--- src/rtl/anim_pkg.sv ---
// Shared encodings for the segment-animation path: mode codes, pattern lengths
// and the step index width used by both the control stage and the pattern stage.
package anim_pkg;

  localparam int STEP_W = 5;
  localparam int LEN_A  = 20;
  localparam int LEN_B  = 8;
  localparam int LEN_C  = 12;

  typedef enum logic [1:0] {
    MODE_IDLE = 2'd0,
    MODE_A    = 2'd1,
    MODE_B    = 2'd2,
    MODE_C    = 2'd3
  } mode_e;

  // Last valid step index of a pattern; IDLE has a single step.
  function automatic logic [STEP_W-1:0] pat_last(mode_e m);
    case (m)
      MODE_A:  return STEP_W'(LEN_A - 1);
      MODE_B:  return STEP_W'(LEN_B - 1);
      MODE_C:  return STEP_W'(LEN_C - 1);
      default: return '0;
    endcase
  endfunction

endpackage

--- src/rtl/btn_debounce.sv ---
// One push button: 2-flop synchroniser (released level on reset) followed by a
// stability counter that flips the accepted level after DEB_CYC quiet cycles.
module btn_debounce #(
  parameter int DEB_CYC = 20
) (
  input  logic clk,
  input  logic rst,
  input  logic i_btn_n,
  output logic o_pressed
);

  localparam int CNT_W = (DEB_CYC > 1) ? $clog2(DEB_CYC) : 1;
  localparam logic [CNT_W-1:0] CNT_LAST = CNT_W'(DEB_CYC - 1);

  logic [1:0]       r_sync;
  logic [CNT_W-1:0] r_cnt;
  logic             r_db;
  logic             w_lvl;

  assign w_lvl     = ~r_sync[1];
  assign o_pressed = r_db;

  always_ff @(posedge clk) begin
    if (rst) begin
      r_sync <= 2'b11;
      r_cnt  <= '0;
      r_db   <= 1'b0;
    end else begin
      r_sync <= {r_sync[0], i_btn_n};
      // Any sample matching the accepted level restarts the count.
      if (w_lvl == r_db) begin
        r_cnt <= '0;
      end else if (r_cnt == CNT_LAST) begin
        r_db  <= ~r_db;
        r_cnt <= '0;
      end else begin
        r_cnt <= r_cnt + CNT_W'(1);
      end
    end
  end

endmodule

--- src/rtl/anim_step_ctrl.sv ---
// Animation control front end: debounced buttons, fixed-priority mode select
// and the step timebase driving the downstream pattern index.
module anim_step_ctrl
  import anim_pkg::*;
#(
  parameter int CLOCK_MHZ   = 50,
  parameter int US_PER_MS   = 1000,
  parameter int DEBOUNCE_MS = 10,
  parameter int STEP_MS     = 500
) (
  input  logic              clk,
  input  logic              swch1,
  input  logic              btn0,
  input  logic              btn1,
  input  logic              btn2,
  output logic [2:0]        btn_db,
  output logic [1:0]        mode,
  output logic [STEP_W-1:0] step,
  output logic              step_pulse
);

  localparam int MS_CYC   = CLOCK_MHZ * US_PER_MS;
  localparam int DEB_CYC  = DEBOUNCE_MS * MS_CYC;
  localparam int STEP_CYC = STEP_MS * MS_CYC;
  localparam int PH_W     = (STEP_CYC > 1) ? $clog2(STEP_CYC) : 1;
  localparam logic [PH_W-1:0] PH_LAST = PH_W'(STEP_CYC - 1);

  logic [2:0]        w_btn_n;
  logic [2:0]        w_db;
  mode_e             r_mode, w_mode_nxt;
  logic [PH_W-1:0]   r_phase, w_phase_nxt;
  logic [STEP_W-1:0] r_step, w_step_nxt;
  logic              r_pulse, w_pulse_nxt;

  assign w_btn_n = {btn2, btn1, btn0};

  btn_debounce #(.DEB_CYC(DEB_CYC)) u_db [2:0] (
    .clk       (clk),
    .rst       (swch1),
    .i_btn_n   (w_btn_n),
    .o_pressed (w_db)
  );

  always_ff @(posedge clk) begin
    if (swch1) begin
      r_mode  <= MODE_IDLE;
      r_phase <= '0;
      r_step  <= '0;
      r_pulse <= 1'b0;
    end else begin
      r_mode  <= w_mode_nxt;
      r_phase <= w_phase_nxt;
      r_step  <= w_step_nxt;
      r_pulse <= w_pulse_nxt;
    end
  end

  always_comb begin
    w_mode_nxt  = MODE_IDLE;
    w_phase_nxt = '0;
    w_step_nxt  = '0;
    w_pulse_nxt = 1'b0;
    if      (w_db[0]) w_mode_nxt = MODE_A;
    else if (w_db[1]) w_mode_nxt = MODE_B;
    else if (w_db[2]) w_mode_nxt = MODE_C;
    // A mode change restarts the pattern; IDLE parks everything at zero.
    if (w_mode_nxt == r_mode && r_mode != MODE_IDLE) begin
      if (r_phase == PH_LAST) begin
        w_step_nxt  = (r_step == pat_last(r_mode)) ? '0 : r_step + STEP_W'(1);
        w_pulse_nxt = 1'b1;
      end else begin
        w_phase_nxt = r_phase + PH_W'(1);
        w_step_nxt  = r_step;
      end
    end
  end

  assign btn_db     = w_db;
  assign mode       = r_mode;
  assign step       = r_step;
  assign step_pulse = r_pulse;

endmodule

--- config.mk ---
export PLATFORM = sky130hd
export DESIGN_NAME = anim_step_ctrl
export DESIGN_NICKNAME = d
export VERILOG_FILES = /design/src/rtl/anim_pkg.sv /design/src/rtl/btn_debounce.sv /design/src/rtl/anim_step_ctrl.sv
export SDC_FILE = /design/constraint.sdc
export NUM_CORES = 1
export LEC_CHECK = 0
export CORE_UTILIZATION = 65
export DETAILED_ROUTE_END_ITERATION = 16
export HOLD_SLACK_MARGIN = 0.15
export MAX_ROUTING_LAYER = met4
export PLACE_DENSITY = 0.84
export SKIP_CTS_REPAIR_TIMING = 1
export SLEW_MARGIN = 20
export SYNTH_ARGS = -nofsm -noshare
export SYNTH_HDL_FRONTEND = slang
export SYNTH_SLANG_ARGS = --single-unit
--- constraint.sdc ---
create_clock -name clk -period 3.2 [get_ports clk]
set_input_delay 0.8 -clock clk [delete_from_list [all_inputs] [get_ports clk]]
set_output_delay 0.8 -clock clk [all_outputs]
set_load 0.02 [all_outputs]
; ---- Yosys cells after proc, flatten, opt, wreduce, memory -nomap -nowiden
; Cells that the tools add are included.
[totals]
regBits = 99
latch_bits = 0
mem_bits_rw = 0
mem_bits_ro = 0
input_bits = 5
out_inout_bits = 11
word_cells = 58
mem_count = 0
[op_classes]
addsub = 5
mul = 0
div = 0
magnitude_cmp = 0
eq_ne = 12
n_shift = 0
muxes = 8
bitwise_logic = 10
reduce_logical = 10
[ops]
columns = op, n
row1 = "adder 19 x 1 -> 19 bit, second input constant", 3
row2 = "== test 19 bit, second input constant", 3
row3 = "adder 25 x 1 -> 25 bit, second input constant", 1
row4 = "== test 25 bit, second input constant", 1
row5 = 2-to-1 mux 5 bit, 3
row6 = one-hot mux 5 bit (3 select lines), 1
row7 = OR reduction 3 bit, 4
row8 = NOT 1 bit, 10
row9 = 2-to-1 mux 2 bit, 3
row10 = AND reduction 2 bit, 3
row11 = "adder 5 x 1 -> 5 bit, second input constant", 1
row12 = == test 5 bit, 1
row13 = "== test 2 bit, second input constant", 2
row14 = == test 1 bit, 3
row15 = "== test 2 x 1 -> 1 bit, second input constant", 1
row16 = == test 2 bit, 1
row17 = nonzero test 2 bit, 1
row18 = OR reduction 2 bit, 1
row19 = logical AND 1 bit, 1
row20 = 2-to-1 mux 1 bit, 1

; ---- Logic depth before layout (Yosys ltp)
; Gate-level depths: netlist of the first run.
[logic_depth]
ltp_word = 8
ltp_mapped = 8
ltp_nobuf = 6

; ---- Cells and area by module
; From an unflattened synthesis of the first run, not the netlist that was laid out.
[hier_totals]
cells_unflattened = 506
hier_area_um2 = 4807.1
[modules_own_cells]
columns = module, n_inst, cells_per_inst, area_per_inst_um2, seq_area_each_um2
row1 = btn_debounce, 3, 110, 1084.8, 440.4
row2 = anim_step_ctrl, 1, 176, 1552.7, 660.6

; ---- Worst setup path before layout of the first run
; OpenSTA, ideal clock, no wires.
[synth_timing]
path_kind = register to register
start = register u_db[2].r_cnt[11]
end = register u_db[2].r_cnt[17]
setup_time_ns = 0.115
arrival_ns = 2.047
required_time_ns = 3.085
setup_slack_ns = 1.039
path_stages_with_launch = 8
path_buffers = 2
period_less_slack_ns = 2.161
cell_sequence = dfxtp_1 > or4b_1 > or4_1 > nor4_2 > or3_1 > buf_6 > buf_12 > nor2_1
[synth_via]
elab_chain_cells = 2
word_cells_on_any_way = 3
cone_classes = 1 x add/sub / 1 x eq/ne / 1 x reduce/logical
[synth_rtl]
columns = element, line_no
row1 = start: declaration, btn_debounce.sv:16  ; logic [CNT_W-1:0] r_cnt;
row2 = start signal: assignment, btn_debounce.sv:37  ; r_cnt <= r_cnt + CNT_W'(1);
row3 = branches (longest 2 deep; another with adder 19 x 1 -> 19 bit), --
; Parallel ways; which one is timed is not known.
; A chain may end at the register's enable or synchronous reset.

; ---- Final worst setup path of the first run
[layout_timing]
start = register u_db[2].r_cnt[11]
end = register u_db[2].r_cnt[13]
; Same word-level chain as after synthesis.

==> results of run 1 <==
sequential cells by signal, summed over array words and instances, names as in the netlist:
| register | cells |
|---|---|
| u_db.o_pressed | 3 |
| step_pulse | 1 |
| u_db.r_cnt | 57 |
| step | 5 |
| u_db.r_sync | 6 |
| r_phase | 25 |
| mode | 2 |
placed cells by master, fill, tap and decap left out, types with 2 or more instances in the layout:
cell and count:
ha_1 5, nor2_1 106, xnor2_1 38, or4_1 3, a31oi_1 2, and2_1 2, clkbuf_8 9, and3_1 10
or2_2 10, dfxtp_1 99, or4b_2 2, nor4bb_1 3, xor2_1 40, inv_1 9, nand3b_1 3, nand4b_1 3
nor2b_1 4, a21oi_1 7, clkinvlp_4 2, nor4_1 4, nand4_1 14, and3b_1 2, clkdlybuf4s50_1 15, nand2b_1 6
nor3_1 17, nand2_1 27, or3_1 5, a211oi_1 3, and4_1 5, clkinv_2 2, nand3_1 43
per-layer routing:
metal	global-route usage (%)	vias up	routed length [um]
li1	-	1689	-
met1	27.4	1494	3470
met2	39.8	49	3550
met3	5.24	11	259
met4	9.09	0	108
met5	-	-	0
final cells by class:
cell class | instances | area, sq um | area share (%)
Multi-Input combinational cell | 373 | 2220 | 47.8
Clock inverter | 6 | 42.5 | 0.915
Timing Repair Buffer | 15 | 150 | 3.23
Tap cell | 77 | 96.3 | 2.07
Sequential cell | 99 | 1980 | 42.6
Clock buffer | 9 | 124 | 2.66
Inverter | 9 | 33.8 | 0.726
where the power goes:
| group | internal, W | switching, W | total (W) |
|---|---|---|---|
| sequential | 0.00124 | 0.00000242 | 0.00124 |
| clock | 0.000279 | 0.000410 | 0.000689 |
| combinational | 0.00000905 | 0.00000978 | 0.0000188 |
worst max-delay path: stages, from the launching register on:
cell and delay, ns:
dfxtp_1 0.35, or4b_1 0.49, or4_1 0.48, nor4_2 0.36, or3_1 0.55, nor2_1 0.12
per-stage QoR:
| step | utilization, % | power, W |
|---|---|---|
| 3_5_place_dp | 70.2 | 0.00129 |
| 6_report | 72.8 | 0.00195 |
| 2_1_floorplan | - | 0.00128 |
| 4_1_cts | 72.8 | 0.00197 |
| 5_1_grt | 72.8 | 0.00202 |
| 3_3_place_gp | 70.2 | 0.00129 |
cells by family (layout without fill, tap and decap cells):
family	count (synthesis)	after routing
compound gates	16	16
flops	99	99
fa+ha+maj	5	5
xor+xnor	78	78
mux	1	1
buf+inv	24	39
simple gates	273	273
final timing paths:
kind,from,end,slack (ns)
worst min-delay path,u_db[1].r_sync[0]$_SDFF_PP1_,u_db[1].r_sync[1]$_SDFF_PP1_,0.42
worst max-delay path,u_db[2].r_cnt[11]$_SDFF_PP0_,u_db[2].r_cnt[13]$_SDFF_PP0_,0.71
worst max register to register,u_db[2].r_cnt[11]$_SDFF_PP0_,u_db[2].r_cnt[13]$_SDFF_PP0_,0.71
worst min register to register,u_db[1].r_sync[0]$_SDFF_PP1_,u_db[1].r_sync[1]$_SDFF_PP1_,0.42
==> impl_metrics.py, run 1 <==
metrics = {
    "placement": {
        "postPlaceCellArea_sq_mm": 0.00448,
        "dpl.hpwl_um": 5290,
        "preCtsSetupSlack_ns": 0.581,
        "placed_cells_incl_taps": 573,
        "place.gp.congestion": 0.824,
        "port_buffers": 15,
    },
    "grt": {
        "grt_max_degree": 25,
        "grt_pass1_wl_um": 13200,
        "gr-total-overflow": 0,
        "globalRouteTotalUtil_pct": 23.6,
        "grt_antenna_before_repair": 0,
        "first_global_vias": 3152,
    },
    "logic_synthesis": {
        "synth_register_bits": 99,
        "postSynthCellCount": 496,
        "dominantRegCellSynth": "dfxtp_1",
        "yosysSeqAreaShare_pct": 45.8,
        "synth_top_area_share_pct": 45.8,
        "synthSimpleGateAreaFrac_pct": 31.6,
        "syn-num-nets": 506,
        "synth_area_leaders": "dfxtp_1, nor2_1, xor2_1",
        "dominant_combinational_cell_family_by_area_after_synthesis": "simple AND/OR/NAND/NOR gates",
        "netlist_area_sq_mm": 0.00433,
        "adder_cell_share_of_the_synthesized_area_pct": 1.44,
        "synth_cell_types": 41,
        "yosys.cell_count.top_type": "nor2_1",
        "netlist.top_cell.by_area": "dfxtp_1",
        "synth-compound-area-share_pct": 2.22,
        "post_synthesis_mux_area_share_pct": 0.231,
        "ys_warn_count": 0,
        "netlist_top_cells_count": "nor2_1, dfxtp_1, nand3_1",
        "synth.avg_cell_area_sq_um": 8.73,
        "synth-edff-count": 0,
        "synth_xor_xnor_area_share_pct": 15.8,
        "asyncSetResetFlopFracSynth_pct": 0,
    },
    "die": {
        "fp.dieH_um": 83.6,
        "floorplan.die_area_sq_mm": 0.00699,
        "fp-row-count": 29,
        "die_width_um": 83.6,
        "core_sq_mm": 0.00639,
        "ios": 16,
        "initial_core_util_pct": 67.8,
    },
    "detailed_routing": {
        "route.detailed.wl_per_inst_um": 12.6,
        "drt-total-wl_um": 7390,
        "via_count": 3243,
        "detail_route.vias_per_cell": 5.52,
        "antenna_violating_nets_post_route": 0,
        "drt_first_iter_violations": 123,
        "drt_pass1_iterations": 4,
        "drc": 0,
    },
    "cells_and_area": {
        "nets": 517,
        "stdcell_count": 588,
        "layout-drive-gt1-share_pct": 5.68,
        "finalInstanceArea_sq_mm": 0.00465,
        "number_of_filler_cells_placed_in_the_layout": 497,
        "areaGrowthSynthToFinish_pct": 7.40,
        "antenna_diode_count": 0,
    },
    "flow_run": {
        "drv.max_cap_violation_count": 0,
    },
    "worst_hold_path": {
        "whs_path_cells": 1,
        "min_delay_path_class": "reg2reg",
    },
    "sta": {
        "timing.setup.tns_ns": 0,
        "whs_ns": 0.417,
        "finalMaxSlewViolations": 0,
        "worst_slack_ns": 0.710,
        "post-route-period-util_pct": 77.8,
        "finClkSkew_ns": 0.00677,
        "worst_slew_pin_slew_ns": 0.899,
        "max_slew_headroom_pct": 39.5,
        "fin_crit_ns": 2.49,
        "hold_viol_final": 0,
        "grt_setup_unrepaired": "false",
        "maximum_operating_frequency_mhz": 402,
        "final-setup-viol-count": 0,
    },
    "setup_path": {
        "worst-endpoint-arrival_ns": 2.71,
        "setup.worst_path.end_class": "flip-flop",
        "crit_type": "reg2reg",
        "crit_path_max_fanout": 19,
        "critPathLaunchType": "flip-flop",
        "cp.required_ns": 3.42,
        "r2r.worst_path.cells": 5,
    },
    "outcome": {
        "run_status": "finished clean",
    },
    "clock_network": {
        "clk_latency_ns": 0.36,
        "cts.clk_slew.worst_paths_ns": 0.09,
        "htree_num_levels": 3,
        "clock_sink_count": 99,
        "cts_tree": "done",
        "max-clock-path-buffers": 2,
        "ctsRootBufferMaster": "clkbuf_8",
        "numCtsBuffers": 9,
    },
    "power_and_ir_drop": {
        "cell_leakage_power_nw": 1.41,
        "ir_worst_vdd_uv": 427,
        "power.density_cell_area_mw_per_mm2": 418,
    },
}
(Power assumes the default switching activity.)
==> inputs of run 2 (changes only) <==
Settings changed: CORE_UTILIZATION 65 to 60, PLACE_DENSITY 0.84 to 0.79.
Clock period 3.2 ns to 2.4 ns, I/O delays scaled along.
==> impl_metrics.py, run 2 (synthesis results as in run 1) <==
metrics = {
    "die": {
        "fp.dieH_um": 87.0,
        "floorplan.die_area_sq_mm": 0.00756,
        "fp-row-count": 30,
        "initial_core_util_pct": 63.0,
        "die_width_um": 87.0,
        "core_sq_mm": 0.00687,
        "ios": 16,
    },
    "sta": {
        "max_slew_headroom_pct": 61.5,
        "post-route-period-util_pct": 92.6,
        "grt_setup_unrepaired": "false",
        "finClkSkew_ns": 0.00897,
        "timing.setup.tns_ns": 0,
        "hold_viol_final": 0,
        "finalMaxSlewViolations": 0,
        "maximum_operating_frequency_mhz": 450,
        "worst_slew_pin_slew_ns": 0.573,
        "fin_crit_ns": 2.22,
        "final-setup-viol-count": 0,
    },
    "cells_and_area": {
        "number_of_filler_cells_placed_in_the_layout": 579,
        "largest_register_ffs": 57,
        "registers.top_by_ff_count": "u_db.r_cnt",
        "finalInstanceArea_sq_mm": 0.00477,
        "nets": 523,
        "areaGrowthSynthToFinish_pct": 10.1,
        "antenna_diode_count": 0,
        "layout-drive-gt1-share_pct": 6.95,
        "most-common-layout-cells": "nor2_1, dfxtp_1, nand3_1",
        "area_of_the_multi_input_gates_sq_mm": 0.00222,
        "final_core_util_pct": 69.4,
        "mostFrequentLayoutCell": "nor2_1",
        "ff_latch_area_sq_mm": 0.00198,
        "reg_top3": "u_db.r_cnt (57), r_phase (25), u_db.r_sync (6)",
        "stdcell_count": 614,
    },
    "grt": {
        "grt_antenna_before_repair": 0,
        "grt_pass1_wl_um": 12700,
        "gr-total-overflow": 0,
        "globalRouteTotalUtil_pct": 22.0,
        "first_global_vias": 2912,
        "grt_max_degree": 25,
    },
    "clock_network": {
        "ctsRootBufferMaster": "clkbuf_8",
        "clk_latency_ns": 0.37,
        "htree_num_levels": 3,
        "cts.clk_slew.worst_paths_ns": 0.09,
        "max-clock-path-buffers": 2,
        "cts_tree": "done",
        "numCtsBuffers": 9,
        "clock_sink_count": 99,
    },
    "detailed_routing": {
        "detail_route.vias_per_cell": 5.33,
        "via_count": 3270,
        "route.detailed.wl_per_inst_um": 12.2,
        "antenna_violating_nets_post_route": 0,
        "drc": 0,
        "drt_first_iter_violations": 126,
        "drt_pass1_iterations": 4,
        "drt-total-wl_um": 7470,
    },
    "setup_path": {
        "worst-endpoint-arrival_ns": 2.49,
        "crit_path_max_incr_delay_ns": 0.49,
        "critPathLaunchType": "flip-flop",
        "setup.worst_path.end_class": "flip-flop",
        "worst-path-buf-inv": 1,
        "crit_path_max_fanout": 19,
        "crit_type": "reg2reg",
        "rrSetupSlack_ns": 0.18,
        "critical_path_cell_list": "or4b_1, or4_1, nor4_2, or3_1, buf_12, nor2_1",
        "cp.required_ns": 2.67,
        "critical_path.top_delay_family": "simple AND/OR/NAND/NOR gates",
        "critPathSlowestCell": "or4b_1",
    },
    "flow_run": {
        "drv.max_cap_violation_count": 0,
    },
    "power_and_ir_drop": {
        "ir_worst_vdd_uv": 363,
        "cell_leakage_power_nw": 1.46,
        "power.density_cell_area_mw_per_mm2": 577,
    },
    "placement": {
        "port_buffers": 15,
        "dpl.hpwl_um": 5160,
        "postPlaceCellArea_sq_mm": 0.00457,
        "placed_cells_incl_taps": 598,
        "place.gp.congestion": 0.798,
    },
    "outcome": {
        "run_status": "finished clean",
    },
    "worst_hold_path": {
        "min_delay_path_class": "reg2reg",
    },
}
[run 2: metrics by stage]
step                      total power [W]  setup slack [ns]  hold slack [ns]
after floorplan                   0.00171             0.239            0.389
after global placement            0.00172             0.243            0.392
after detailed placement          0.00172             0.187            0.393
after CTS                         0.00278             0.172            0.422
after global routing              0.00284            0.0845            0.436
final                             0.00275             0.178            0.421
[run 2: power by group]
group	internal [W]	total [W]	switching, W
clock	0.000510	0.00107	0.000560
sequential	0.00165	0.00165	0.00000321
combinational	0.0000158	0.0000306	0.0000149
total	0.00217	0.00275	0.000578
[run 2: routing by layer]
layer,global-route usage [%],vias up,routed length [um]
met5,-,-,0
met4,6.82,0,91
met3,6.64,9,247
met2,35.3,44,3480
met1,26.7,1516,3650
li1,-,1701,-
[run 2: layout make-up]
class                   instances  area share (%)
multi-input cells             373            46.6
inverters                       9           0.708
clock inverters                 6            1.36
repair buffers                 21            4.36
clock buffers                  10            2.89
flip-flops and latches         99            41.6
well taps                      96            2.52
[run 2: path summary, 6_finish.rpt]
kind                                              startpoint                            to  cells past startpoint
worst max-delay path            u_db[2].r_cnt[11]$_SDFF_PP0_  u_db[2].r_cnt[18]$_SDFF_PP0_                      6
worst min register to register  u_db[2].r_sync[0]$_SDFF_PP1_  u_db[2].r_sync[1]$_SDFF_PP1_                      1
worst max register to register  u_db[2].r_cnt[11]$_SDFF_PP0_  u_db[2].r_cnt[18]$_SDFF_PP0_                      6
worst min-delay path            u_db[2].r_sync[0]$_SDFF_PP1_  u_db[2].r_sync[1]$_SDFF_PP1_                      1
